File: src/rtl/sram_arbiter.sv
// -----------------------------------------------------------------------------
// sram_arbiter
//
// Shares the single 32-bit word interface of the async SRAM controller between
// the CPU data port and the video scanout prefetch port. Each port holds one
// latched request. Video is granted first. A CPU anti-starvation streak limit
// overrides that after STARVE_LIMIT consecutive video grants. Exactly one
// controller transaction is in flight at a time. Read data and completion are
// routed back to the port that owns the transaction.
//
// Parameters:
//   STARVE_LIMIT  max consecutive video grants while CPU waits (1..15)
//   ADDR_W        word address width
//
// Ports:
//   clk, reset_n                       clock, async active-low reset
//   cpu_rd/cpu_wr/cpu_addr/cpu_data/cpu_wstrb
//                                      CPU request pulse and payload
//   cpu_q/cpu_busy/cpu_q_valid         CPU read data, busy, read strobe
//   vid_rd/vid_addr                    video read request pulse and address
//   vid_q/vid_busy/vid_q_valid         video read data, busy, read strobe
//   mem_rd/mem_wr/mem_addr/mem_data/mem_wstrb
//                                      request to the SRAM controller
//   mem_busy/mem_q/mem_q_valid         controller status and read data
//   dbg_cpu_grants/dbg_vid_grants      grant counters
//
// Build option:
//   SRAM_ARB_STATS_EN  when defined, the dbg_* outputs are 16-bit wrapping
//                      grant counters. Otherwise they are tied to 0.
// -----------------------------------------------------------------------------
module sram_arbiter #(
    parameter int STARVE_LIMIT = 4,
    parameter int ADDR_W       = 22
) (
    input  logic              clk,
    input  logic              reset_n,
    input  logic              cpu_rd,
    input  logic              cpu_wr,
    input  logic [ADDR_W-1:0] cpu_addr,
    input  logic [31:0]       cpu_data,
    input  logic [3:0]        cpu_wstrb,
    output logic [31:0]       cpu_q,
    output logic              cpu_busy,
    output logic              cpu_q_valid,
    input  logic              vid_rd,
    input  logic [ADDR_W-1:0] vid_addr,
    output logic [31:0]       vid_q,
    output logic              vid_busy,
    output logic              vid_q_valid,
    output logic              mem_rd,
    output logic              mem_wr,
    output logic [ADDR_W-1:0] mem_addr,
    output logic [31:0]       mem_data,
    output logic [3:0]        mem_wstrb,
    input  logic              mem_busy,
    input  logic [31:0]       mem_q,
    input  logic              mem_q_valid,
    output logic [15:0]       dbg_cpu_grants,
    output logic [15:0]       dbg_vid_grants
);

    typedef enum logic [1:0] {
        ARB_IDLE,
        ARB_ISSUE,
        ARB_ACK,
        ARB_DONE
    } arb_state_t;

    arb_state_t r_state, w_next;

    // per-port request latches
    logic              r_cpu_pend, r_vid_pend;
    logic [ADDR_W-1:0] r_cpu_addr, r_vid_addr;
    logic [31:0]       r_cpu_data;
    logic [3:0]        r_cpu_wstrb;
    logic              r_cpu_wr;

    // transaction in flight
    logic              r_owner_vid;
    logic              r_is_wr;
    logic [3:0]        r_streak;
    logic              r_mem_rd, r_mem_wr;
    logic [ADDR_W-1:0] r_mem_addr;
    logic [31:0]       r_mem_data;
    logic [3:0]        r_mem_wstrb;

    // return path
    logic [31:0]       r_cpu_q, r_vid_q;
    logic              r_cpu_qv, r_vid_qv;

    logic              w_cpu_cap, w_vid_cap;
    logic              w_cpu_req, w_vid_req;
    logic              w_gnt_cpu, w_gnt_vid;
    logic              w_issue, w_done, w_finish;
    logic [ADDR_W-1:0] w_cpu_addr_e, w_vid_addr_e;
    logic [31:0]       w_cpu_data_e;
    logic [3:0]        w_cpu_wstrb_e;
    logic              w_cpu_wr_e;

    // A pulse is accepted only while the port has nothing latched.
    assign w_cpu_cap = (cpu_rd | cpu_wr) & ~r_cpu_pend;
    assign w_vid_cap = vid_rd & ~r_vid_pend;

    // A pulse that arrives while idle competes in the same cycle as latched
    // requests. A port that re-requests immediately after its completion
    // therefore still counts as pending. Without this, the other port would
    // always win the idle cycle and the streak limit could never take effect.
    assign w_cpu_req     = r_cpu_pend | w_cpu_cap;
    assign w_vid_req     = r_vid_pend | w_vid_cap;
    assign w_cpu_addr_e  = r_cpu_pend ? r_cpu_addr  : cpu_addr;
    assign w_cpu_data_e  = r_cpu_pend ? r_cpu_data  : cpu_data;
    assign w_cpu_wstrb_e = r_cpu_pend ? r_cpu_wstrb : cpu_wstrb;
    assign w_cpu_wr_e    = r_cpu_pend ? r_cpu_wr    : cpu_wr;
    assign w_vid_addr_e  = r_vid_pend ? r_vid_addr  : vid_addr;

    // mem_busy falls together with mem_q_valid on reads
    assign w_done   = ~mem_busy & (r_is_wr | mem_q_valid);
    assign w_finish = (r_state == ARB_DONE) & w_done;

    always_ff @(posedge clk or negedge reset_n) begin
        if (!reset_n) r_state <= ARB_IDLE;
        else          r_state <= w_next;
    end

    always_comb begin
        w_next    = r_state;
        w_gnt_cpu = 1'b0;
        w_gnt_vid = 1'b0;
        w_issue   = 1'b0;
        case (r_state)
            ARB_IDLE: begin
                if (w_vid_req && (!w_cpu_req || r_streak < 4'(STARVE_LIMIT)))
                    w_gnt_vid = 1'b1;
                else if (w_cpu_req)
                    w_gnt_cpu = 1'b1;
                if (w_gnt_vid || w_gnt_cpu) w_next = ARB_ISSUE;
            end
            ARB_ISSUE: begin
                if (!mem_busy) begin
                    w_issue = 1'b1;
                    w_next  = ARB_ACK;
                end
            end
            ARB_ACK:  if (mem_busy) w_next = ARB_DONE;
            ARB_DONE: if (w_done)   w_next = ARB_IDLE;
            default:  w_next = ARB_IDLE;
        endcase
    end

    always_ff @(posedge clk or negedge reset_n) begin
        if (!reset_n) begin
            r_cpu_pend  <= 1'b0;
            r_vid_pend  <= 1'b0;
            r_cpu_addr  <= '0;
            r_vid_addr  <= '0;
            r_cpu_data  <= '0;
            r_cpu_wstrb <= '0;
            r_cpu_wr    <= 1'b0;
            r_owner_vid <= 1'b0;
            r_is_wr     <= 1'b0;
            r_streak    <= '0;
            r_mem_rd    <= 1'b0;
            r_mem_wr    <= 1'b0;
            r_mem_addr  <= '0;
            r_mem_data  <= '0;
            r_mem_wstrb <= '0;
            r_cpu_q     <= '0;
            r_vid_q     <= '0;
            r_cpu_qv    <= 1'b0;
            r_vid_qv    <= 1'b0;
        end else begin
            // capture. A set and a clear cannot coincide, because capture
            // needs the flag low and a clear needs it high.
            if (w_cpu_cap) begin
                r_cpu_pend  <= 1'b1;
                r_cpu_addr  <= cpu_addr;
                r_cpu_data  <= cpu_data;
                r_cpu_wstrb <= cpu_wstrb;
                r_cpu_wr    <= cpu_wr;    // rd+wr together counts as a write
            end else if (w_finish && !r_owner_vid) begin
                r_cpu_pend <= 1'b0;
            end

            if (w_vid_cap) begin
                r_vid_pend <= 1'b1;
                r_vid_addr <= vid_addr;
            end else if (w_finish && r_owner_vid) begin
                r_vid_pend <= 1'b0;
            end

            // grant: load the controller payload, held until the next grant
            if (w_gnt_cpu) begin
                r_owner_vid <= 1'b0;
                r_is_wr     <= w_cpu_wr_e;
                r_mem_addr  <= w_cpu_addr_e;
                r_mem_data  <= w_cpu_data_e;
                r_mem_wstrb <= w_cpu_wstrb_e;
                r_streak    <= '0;
            end else if (w_gnt_vid) begin
                r_owner_vid <= 1'b1;
                r_is_wr     <= 1'b0;
                r_mem_addr  <= w_vid_addr_e;
                r_mem_data  <= '0;
                r_mem_wstrb <= '0;
                if (!w_cpu_req)             r_streak <= '0;
                else if (r_streak != 4'hF)  r_streak <= r_streak + 4'd1;
            end

            r_mem_rd <= w_issue & ~r_is_wr;
            r_mem_wr <= w_issue &  r_is_wr;

            // return path: a one-cycle strobe; q holds until the next read
            r_cpu_qv <= 1'b0;
            r_vid_qv <= 1'b0;
            if (w_finish && !r_is_wr) begin
                if (r_owner_vid) begin
                    r_vid_q  <= mem_q;
                    r_vid_qv <= 1'b1;
                end else begin
                    r_cpu_q  <= mem_q;
                    r_cpu_qv <= 1'b1;
                end
            end
        end
    end

`ifdef SRAM_ARB_STATS_EN
    logic [15:0] r_cpu_grants, r_vid_grants;

    always_ff @(posedge clk or negedge reset_n) begin
        if (!reset_n) begin
            r_cpu_grants <= '0;
            r_vid_grants <= '0;
        end else begin
            if (w_gnt_cpu) r_cpu_grants <= r_cpu_grants + 16'd1;
            if (w_gnt_vid) r_vid_grants <= r_vid_grants + 16'd1;
        end
    end

    assign dbg_cpu_grants = r_cpu_grants;
    assign dbg_vid_grants = r_vid_grants;
`else
    assign dbg_cpu_grants = '0;
    assign dbg_vid_grants = '0;
`endif

    assign cpu_q       = r_cpu_q;
    assign cpu_busy    = r_cpu_pend;
    assign cpu_q_valid = r_cpu_qv;
    assign vid_q       = r_vid_q;
    assign vid_busy    = r_vid_pend;
    assign vid_q_valid = r_vid_qv;
    assign mem_rd      = r_mem_rd;
    assign mem_wr      = r_mem_wr;
    assign mem_addr    = r_mem_addr;
    assign mem_data    = r_mem_data;
    assign mem_wstrb   = r_mem_wstrb;

endmodule

File: config.mk
export PLATFORM = sky130hd
export DESIGN_NAME = sram_arbiter
export DESIGN_NICKNAME = d
export VERILOG_FILES = /design/src/rtl/sram_arbiter.sv
export SDC_FILE = /design/constraint.sdc
export NUM_CORES = 1
export LEC_CHECK = 0
export CAP_MARGIN = 20
export CORE_AREA = 2 2 157 159
export CTS_CLUSTER_DIAMETER = 200
export DETAILED_ROUTE_END_ITERATION = 6
export DIE_AREA = 0 0 159 161
export PLACE_DENSITY_LB_ADDON = 0.15
export SLEW_MARGIN = 20
export SYNTH_ARGS = -nofsm -noshare
export SYNTH_HDL_FRONTEND = slang
export SYNTH_SLANG_ARGS = --single-unit
File: constraint.sdc
create_clock -name clk -period 2.33 [get_ports clk]
set_input_delay 0.3495 -clock clk [delete_from_list [all_inputs] [get_ports clk]]
set_output_delay 0.3495 -clock clk [all_outputs]
set_load 0.02 [all_outputs]
==> flow_summary.json, run 1 <==
{
  "tns_ns": 0,
  "reg2reg_from": "r_state[0]$_DFFE_PN0P_",
  "r2r_end": "mem_addr[21]$_DFFE_PN0P_",
  "rrSetupSlack_ns": 0.39,
  "pin_count": 279,
  "clk_pin_slew_ns": 0.06,
  "cp_cell_sequence": "clkdlybuf4s50_1",
  "slowest_stage": "clkdlybuf4s50_1",
  "yosysSeqAreaShare_pct": 57.9,
  "setup_slack_ns": 0.153,
  "nets": 1084,
  "min_period_over_period_pct": 93.4,
  "p_per_area_nw_per_um2": 1330,
  "hold_class": "in2async",
  "rsz0062_at_grt": "false",
  "core-area_um2": 24000,
  "pre_cts_ws_ns": 0.144,
  "die-area_um2": 25600,
  "cts_tree": "built",
  "slew_violations": 0,
  "gr-total-overflow": 0,
  "grt_pass1_vias": 6404,
  "grt_start_max_net_pins": 71,
  "cts_resized": 0,
  "grt_pass1_wl_um": 36100,
  "cp-endpoint": "cpu_busy",
  "ys_ff_latch": 217,
  "die_h_um": 161,
  "worstSetupEndpointType": "output port",
  "wirelength_um": 22200,
  "die_w_um": 159,
  "insertion_delay_ns": 0.51,
  "period_needed_ns": 2.18,
  "cp.required_ns": 1.98,
  "path_delay_family": "buffers and inverters",
  "grt.total_usage_pct": 17.4,
  "dpl.hpwl_um": 15000,
  "syn-cell-area_um2": 9390,
  "finalClockSkew_ns": 0.0102,
  "cellLeakagePower_nw": 6.22,
  "vias": 6251,
  "crit_path_start": "cpu_busy$_DFFE_PN0P_",
  "ant_nets": 0,
  "peakVddDrop_mv": 0.644,
  "drtIter0Drc": 190,
  "ys.flop_type": "dfrtp_1",
  "gp_congestion": 0.720,
  "finish.utilization_pct": 54.3,
  "placedInstanceArea_um2": 12200,
  "route.detailed.drc": 0,
  "clk_path_buf_depth": 3,
  "final_common_cell": "clkdlybuf4s50_1",
  "tightest_slew_ns": 0.558,
  "slowest_delay_ns": 0.67,
  "timing.critical_path.buf_inv": 1,
  "cap_violations": 0,
  "async_flop_share_pct": 100,
  "most-common-layout-cells": "245 x clkdlybuf4s50_1, 216 x dfrtp_1, 145 x mux2_2",
  "final_cell_area_um2": 13000,
  "dr.pass1.iters": 4,
  "status": "complete, no violations",
  "synth_edf_count": 0,
  "slew_headroom_pct": 62.8,
  "crit_cells": 1,
  "cts_setup_buffers": 0,
  "worstPathArrival_ns": 1.83,
  "rows": 57,
  "yosysWarningCount": 0,
  "viasPerCell": 4.81,
  "cts_root_buf": "clkbuf_16",
  "cp_max_fo": 18,
  "timing.hold.ws_ns": 0.364,
  "synth_cells": 705,
  "area.growth.synth_to_final_pct": 38.6,
  "hold_violations": 0,
  "ys_types": 33,
  "antenna_found_initial": 2,
  "critical_path_class": "reg2out",
  "post_drt_wl_per_cell_um": 17.1,
  "max_freq_ghz": 0.459,
  "cts.htree.levels": 1,
  "critPathLaunchType": "flop",
  "setup_viol": 0,
  "io_buffers": 246,
  "syn_avg_cell_area_um2": 13.3,
  "rr_worst_depth": 7,
  "initial_core_util_pct": 39.2,
  "diodes": 0,
  "numCtsBuffers": 25,
  "drive_above_1_share_pct": 21.4,
  "cts_sinks": 217
}
-- Yosys cell counts, types with 2 or more instances --
cell / number / area (µm²)
o21ai_1: 2 / 10.0
dfrtp_1: 217 / 5430
clkbuf_1: 4 / 15.0
mux2i_1: 81 / 811
a21oi_1: 23 / 115
nor2_1: 8 / 30.0
o31a_1: 2 / 17.5
a32o_1: 2 / 20.0
ha_1: 5 / 62.6
nor3_1: 2 / 10.0
inv_1: 6 / 22.5
nand2_1: 62 / 233
buf_4: 42 / 315
and2_1: 2 / 12.5
buf_2: 25 / 125
a31oi_1: 3 / 18.8
a22o_1: 22 / 193
o21ai_0: 38 / 190
mux2_2: 145 / 1630
-- kinds of logic (layout without fill, tap and decap cells) --
| kind of cell | count (synthesis) | after routing | share of synthesized area (%) |
|---|---|---|---|
| AOI/OAI and AO/OA | 97 | 97 | 6.68 |
| adders and majority gates | 5 | 5 | 0.667 |
| buffers and inverters | 79 | 318 | 5.25 |
| DFF | 217 | 217 | 57.9 |
| muxes | 226 | 226 | 26.0 |
| other | 1 | 32 | 0.0400 |
| and+or+nand+nor | 80 | 80 | 3.47 |
-- metrics by stage --
stage	cells	power [mW]
after floorplan	736	10.6
after global placement	1256	13.5
after detailed placement	1256	13.7
after CTS	1299	17.5
after global routing	1299	18.4
final	1299	17.2
-- metal layers --
metal / up-vias / GRT usage [%] / part of all wire, % / routed length [µm]
met4: 2 / 4.88 / 2.0 / 442
li1: 2948 / - / - / -
met2: 195 / 28.1 / 47 / 10400
met5: - / 0 / 0.054 / 12
met3: 28 / 4.29 / 6.9 / 1530
met1: 3078 / 23.4 / 44 / 9840
-- what timing repair did --
action | in CTS | in global routing
hold buffers | 1 | 0
endpoints found under the hold margin | 52 | 0
endpoints found under the setup margin | 0 | 0
-- report_power, final --
| part | total [mW] | internal, mW | switching (mW) |
|---|---|---|---|
| sequential | 6.42 | 5.51 | 0.902 |
| combinational | 7.14 | 3.78 | 3.36 |
| clock | 3.69 | 2.20 | 1.49 |
-- worst register-to-register path, stage by stage (launching register included) --
cell and delay [ns]:
dfrtp_1 0.41, inv_1 0.09, ha_1 0.28, o31a_1 0.31, o31a_1 0.23, buf_12 0.19, a21oi_1 0.09, a22o_1 0.22
-- cell type report --
class                   instances  area (µm²)
clock buffers                  37         711
clock inverters                 5        53.8
fillers                      2065       11000
inverters                       6        22.5
multi-input cells             440        3610
flip-flops and latches        217        5430
well taps                     324         405
repair buffers                270        2780
-- registers in the layout, summed over array words and instances, names as in the netlist, 4 cells and up --
register	cells
r_cpu_data	32
mem_addr	22
r_vid_addr	22
r_cpu_addr	22
vid_q	32
mem_data	32
mem_wstrb	4
r_streak	4
r_cpu_wstrb	4
cpu_q	32
-- how the worst min path moves through the flow --
stage	to	cells after the start	start	slack, ns
after floorplan	cpu_busy$_DFFE_PN0P_	0	reset_n	0.05
after global placement	r_cpu_data[10]$_DFFE_PN0P_	1	reset_n	0.32
after detailed placement	r_cpu_addr[5]$_DFFE_PN0P_	1	reset_n	0.33
after CTS	mem_data[4]$_DFFE_PN0P_	2	reset_n	0.37
after global routing	r_cpu_data[10]$_DFFE_PN0P_	2	reset_n	0.40
final	r_cpu_data[10]$_DFFE_PN0P_	2	reset_n	0.36
Power figures use the tool's default switching activity.
==> run 2: changes to the inputs <==
==> constraint.sdc (replaced) <==
create_clock -name clk -period 2.33 [get_ports clk]
set_input_delay 0.5825 -clock clk [delete_from_list [all_inputs] [get_ports clk]]
set_output_delay 0.5825 -clock clk [all_outputs]
set_load 0.02 [all_outputs]
==> flow_summary.json, run 2 (synthesis gave the netlist of run 1 again) <==
{
  "rrSetupSlack_ns": 0.39,
  "die_w_um": 159,
  "ctsHoldBuffers": 0,
  "violations": "negative hold slack",
  "route.detailed.drc": 0,
  "reg2reg_from": "r_state[0]$_DFFE_PN0P_",
  "slowest_delay_ns": 0.66,
  "hold_class": "in2async",
  "rows": 57,
  "final_cell_area_um2": 13200,
  "cp.required_ns": 1.75,
  "clk_path_buf_depth": 3,
  "gp_congestion": 0.728,
  "clockPowerShare_pct": 22.3,
  "placedInstanceArea_um2": 12300,
  "crit_path_start": "vid_busy$_DFFE_PN0P_",
  "numCtsBuffers": 25,
  "period_needed_ns": 2.25,
  "grt_start_max_net_pins": 60,
  "ant_nets": 0,
  "area.growth.synth_to_final_pct": 40.4,
  "p_seq_share_pct": 36.7,
  "min_period_over_period_pct": 96.6,
  "antenna_found_initial": 0,
  "hold_violations": 2,
  "core-area_um2": 24000,
  "cts.htree.levels": 1,
  "critical_path_class": "reg2out",
  "p_switching_mw": 5.80,
  "viasPerCell": 4.78,
  "critPathLaunchType": "flop",
  "io_buffers": 246,
  "worstSetupEndpointType": "output port",
  "timing.critical_path.buf_inv": 1,
  "max_freq_ghz": 0.444,
  "p_per_area_nw_per_um2": 1330,
  "gr-total-overflow": 0,
  "dpl.hpwl_um": 15100,
  "cts_sinks": 217,
  "grt_pass1_wl_um": 35600,
  "most-common-layout-cells": "244 x clkdlybuf4s50_1, 215 x dfrtp_1, 145 x mux2_2",
  "diodes": 0,
  "switching_share_pct": 33.1,
  "finalClockSkew_ns": 0.0219,
  "slew_violations": 0,
  "setup_viol": 0,
  "cp_max_fo": 9,
  "die-area_um2": 25600,
  "dr.pass1.iters": 4,
  "path_delay_family": "buffers and inverters",
  "timing.hold.ws_ns": -0.0112,
  "slowest_stage": "clkdlybuf4s50_1",
  "drive_above_1_share_pct": 22.9,
  "cp_cell_sequence": "clkdlybuf4s50_1",
  "cts_root_buf": "clkbuf_16",
  "post_drt_wl_per_cell_um": 16.9,
  "pin_count": 279,
  "cap_violations": 0,
  "cts_tree": "built",
  "worstPathArrival_ns": 1.67,
  "rsz0062_at_grt": "false",
  "grt_pass1_vias": 6516,
  "peakVddDrop_mv": 0.620,
  "initial_core_util_pct": 39.2,
  "combPwrFrac_pct": 40.9,
  "grt.total_usage_pct": 17.2,
  "nets": 1092,
  "p_int_mw": 11.7,
  "clk_pin_slew_ns": 0.06,
  "tightest_slew_ns": 0.604,
  "slew_headroom_pct": 59.7,
  "cellLeakagePower_nw": 6.32,
  "status": "finished with violations",
  "final_common_cell": "clkdlybuf4s50_1",
  "wirelength_um": 22200,
  "drtIter0Drc": 241,
  "die_h_um": 161,
  "vias": 6263,
  "insertion_delay_ns": 0.52
}
[run 2: cell count changes in the layout (fill, tap and decap cells not counted), sizes merged]
| cell | change |
|---|---|
| clkbuf | +1 |
| buf | +9 |
| inv | +1 |
| dlygate4sd3 | -1 |
| clkdlybuf4s50 | -1 |
| dlygate4sd2 | +1 |
| clkinv | +1 |
[run 2: routing by layer]
| layer | share of wire [%] | up-vias | track usage [%] | wire length, µm |
|---|---|---|---|---|
| met2 | 47 | 190 | 28.1 | 10400 |
| met3 | 6.0 | 27 | 4.08 | 1340 |
| met1 | 46 | 3080 | 23.6 | 10100 |
| li1 | - | 2966 | - | - |
| met4 | 1.6 | 0 | 3.93 | 346 |
| met5 | 0 | - | 0 | 0 |
[run 2: path summary, 6_finish.rpt]
| path | end | cells after the start |
|---|---|---|
| worst max-delay path | vid_busy | 1 |
| worst min register to register | mem_data[29]$_DFFE_PN0P_ | 2 |
| max in group asynchronous | vid_busy$_DFFE_PN0P_ | 2 |
| worst max register to register | mem_addr[2]$_DFFE_PN0P_ | 7 |
| worst min-delay path | r_cpu_data[4]$_DFFE_PN0P_ | 1 |
| min in group clk | mem_data[29]$_DFFE_PN0P_ | 2 |
[run 2: what timing repair did]
action	CTS	global route
setup buffers	0	0
gates resized for setup	2	0
endpoints found under the setup margin	2	0
[run 2: worst reg2reg max path, cell delays in order, from the launching register on]
cell and delay [ns]:
dfrtp_1 0.41, inv_1 0.09, ha_1 0.29, o31a_1 0.28, o31a_1 0.26, buf_12 0.19, a21oi_1 0.09, a22o_1 0.20
[run 2: layout make-up]
cell class / count / area, µm²
Multi-Input combinational cell: 440 / 3610
Tap cell: 324 / 405
Fill cell: 2043 / 10800
Clock inverter: 7 / 70.1
Timing Repair Buffer: 278 / 2870
Inverter: 6 / 22.5
Sequential cell: 217 / 5440
Clock buffer: 38 / 764
[run 2: per-stage QoR]
stage          total power, mW  worst slack, ns  TNS (ns)  utilization (%)  std cells
5_1_grt                   18.6           0.0200         0             55.0       1310
4_1_cts                   17.8           0.0404         0             55.0       1310
6_report                  17.5           0.0796         0             55.0       1310
2_1_floorplan             10.6            0.557         0                -        736
3_5_place_dp              13.8         -0.00656  -0.00656             51.5       1265
3_3_place_gp              13.6           0.0339         0             51.5       1265
[run 2: power groups by stage]
stage	clock network (mW)	registers (mW)	logic, mW
finish	3.91	6.43	7.17
detailed placement	0	6.49	7.27
global placement	0	6.45	7.17
floorplan	0	7.52	3.08
global route	4.20	6.66	7.75
CTS	4.05	6.44	7.28
==> edit (settings of run 1) <==
The option `SRAM_ARB_STATS_EN` is turned on by a define.
--- a/src/rtl/sram_arbiter.sv
+++ b/src/rtl/sram_arbiter.sv
@@ -28,6 +28,8 @@
 //   SRAM_ARB_STATS_EN  when defined, the dbg_* outputs are 16-bit wrapping
 //                      grant counters. Otherwise they are tied to 0.
 // -----------------------------------------------------------------------------
+`define SRAM_ARB_STATS_EN
+
 module sram_arbiter #(
     parameter int STARVE_LIMIT = 4,
     parameter int ADDR_W       = 22
Function: changed (a bounded check fails within 4 cycles, from zero or initial values and one cycle with reset_n low).
==> edit against run 1 <==
  * Sequential power increased by 14%
  * Fmax decreased by 3.6%
  * Synthesized cell count grew 15%
  * Cell count increased by 11%
  * Global-route usage grew 2.8 points
  * Synthesized area grew 14%
  * Critical path depth did not move
  * Routed wire length rose by 17%
  * Total power grew 16%
  * Worst hold slack worse by 0.049 ns
  * Non-clock buffer count increased by 38
  * Design area increased by 16%
  * Sequential cell count is 32 higher
  * Worst setup slack worse by 0.080 ns
  * Critical endpoint unchanged
  * Largest cell class unchanged
  * Highest routed layer is now met4
==> edit: results (changes against run 1) <==
* CP max stage delay at 0.71 ns (+0.04 ns)
* Clock Skew at 0.0109 ns (+0.000642 ns)
* Relative slew slack at 0.677 (+0.0492)
* Dpl ws at 0.0487 ns (-0.0958 ns)
* Global-route wire length before repair at 42100 microns (+17%)
* Skew-Pair Late Insertion Delay at 0.53 ns (+0.02 ns)
* Hold_ws at 0.316 ns (-0.0486 ns)
* Iter 0 DRT Violations at 328 (+73%)
* Clock share of power at 0.237 (+0.023)
* Leakage at 6.72 nW (+8.0%)
* DP Wirelength at 17800 microns (+19%)
* Initial antenna violation count at 1 (-1)
* Crit path DAT at 1.91 ns (+0.08 ns)
* Ranking of synthesized cells by area: dfrtp_1 58%, mux2_2 16%, mux2i_1 5.6%
* Vias/cell at 5.18 (+7.7%)
* Cell count after synthesis at 808 (+15%)
* Sw Pwr at 0.00660 W (+15%)
* Gr usage total at 0.202 (+0.0280)
* Total Wirelength at 25900 microns (+17%)
* Status: completed
* Post-route insts no fill at 1442 (+11%)
* Area after DPL at 14000 sq um (+15%)
* Layout cells sized above 1 at 0.218 (+0.00408)
* Tcrit/Tclk final at 0.969 (+0.0344)
* Final RePlAce weighted congestion at 0.763 (+6.0%)
* Register area share after synthesis at 0.582 (+0.00305)
* Reg2reg setup slack at 0.37 ns (-0.02 ns)
* # fillers at 1950 (-5.6%)
* Nets@finish at 1223 (+13%)
* VDD IR max at 779 uV (+21%)
* Yosys cell types at 53 (+61%)
[edit: worst max path at each step]
stage | cells past startpoint | end | startpoint
after CTS | 1 | cpu_busy | cpu_busy$_DFFE_PN0P_
after global routing | 1 | cpu_busy | cpu_busy$_DFFE_PN0P_
final | 1 | cpu_busy | cpu_busy$_DFFE_PN0P_
after global placement | 6 | mem_addr[8]$_DFFE_PN0P_ | cpu_wr
after detailed placement | 6 | mem_addr[2]$_DFFE_PN0P_ | cpu_wr
after floorplan | 5 | r_cpu_addr[0]$_DFFE_PN0P_ | cpu_busy$_DFFE_PN0P_
[edit: what timing repair did]
| item | CTS | global route |
|---|---|---|
| endpoints found under the hold margin | 37 | 0 |
| setup buffers | 0 | 0 |
| hold buffers | 1 | 0 |
[edit: cell type report]
type | instances | area [sq um] | share of cell area
flip-flops and latches | 249 | 6230 | 0.415
multi-input cells | 500 | 4180 | 0.278
repair buffers | 308 | 3170 | 0.210
clock buffers | 39 | 823 | 0.0547
well taps | 324 | 405 | 0.0270
clock inverters | 11 | 189 | 0.0126
inverters | 10 | 37.5 | 0.00250
diodes | 1 | 2.50 | 0.000166
[edit: metal layers]
| layer | global-route usage | wire [microns] |
|---|---|---|
| met3 | 0.0493 | 1650 |
| met1 | 0.263 | 11300 |
| met2 | 0.342 | 12500 |
| met5 | 0 | 0 |
| met4 | 0.0492 | 483 |
[edit: cell families after synthesis]
kind of cell / count (synthesis) / share of synthesized area
flip-flops: 249 / 0.582
multiplexers: 213 / 0.217
AND/OR/NAND/NOR: 157 / 0.0743
AO/OA/AOI/OAI: 93 / 0.0638
buffers and inverters: 59 / 0.0304
XOR/XNOR: 30 / 0.0245
adder cells (fa/ha/maj): 7 / 0.00818
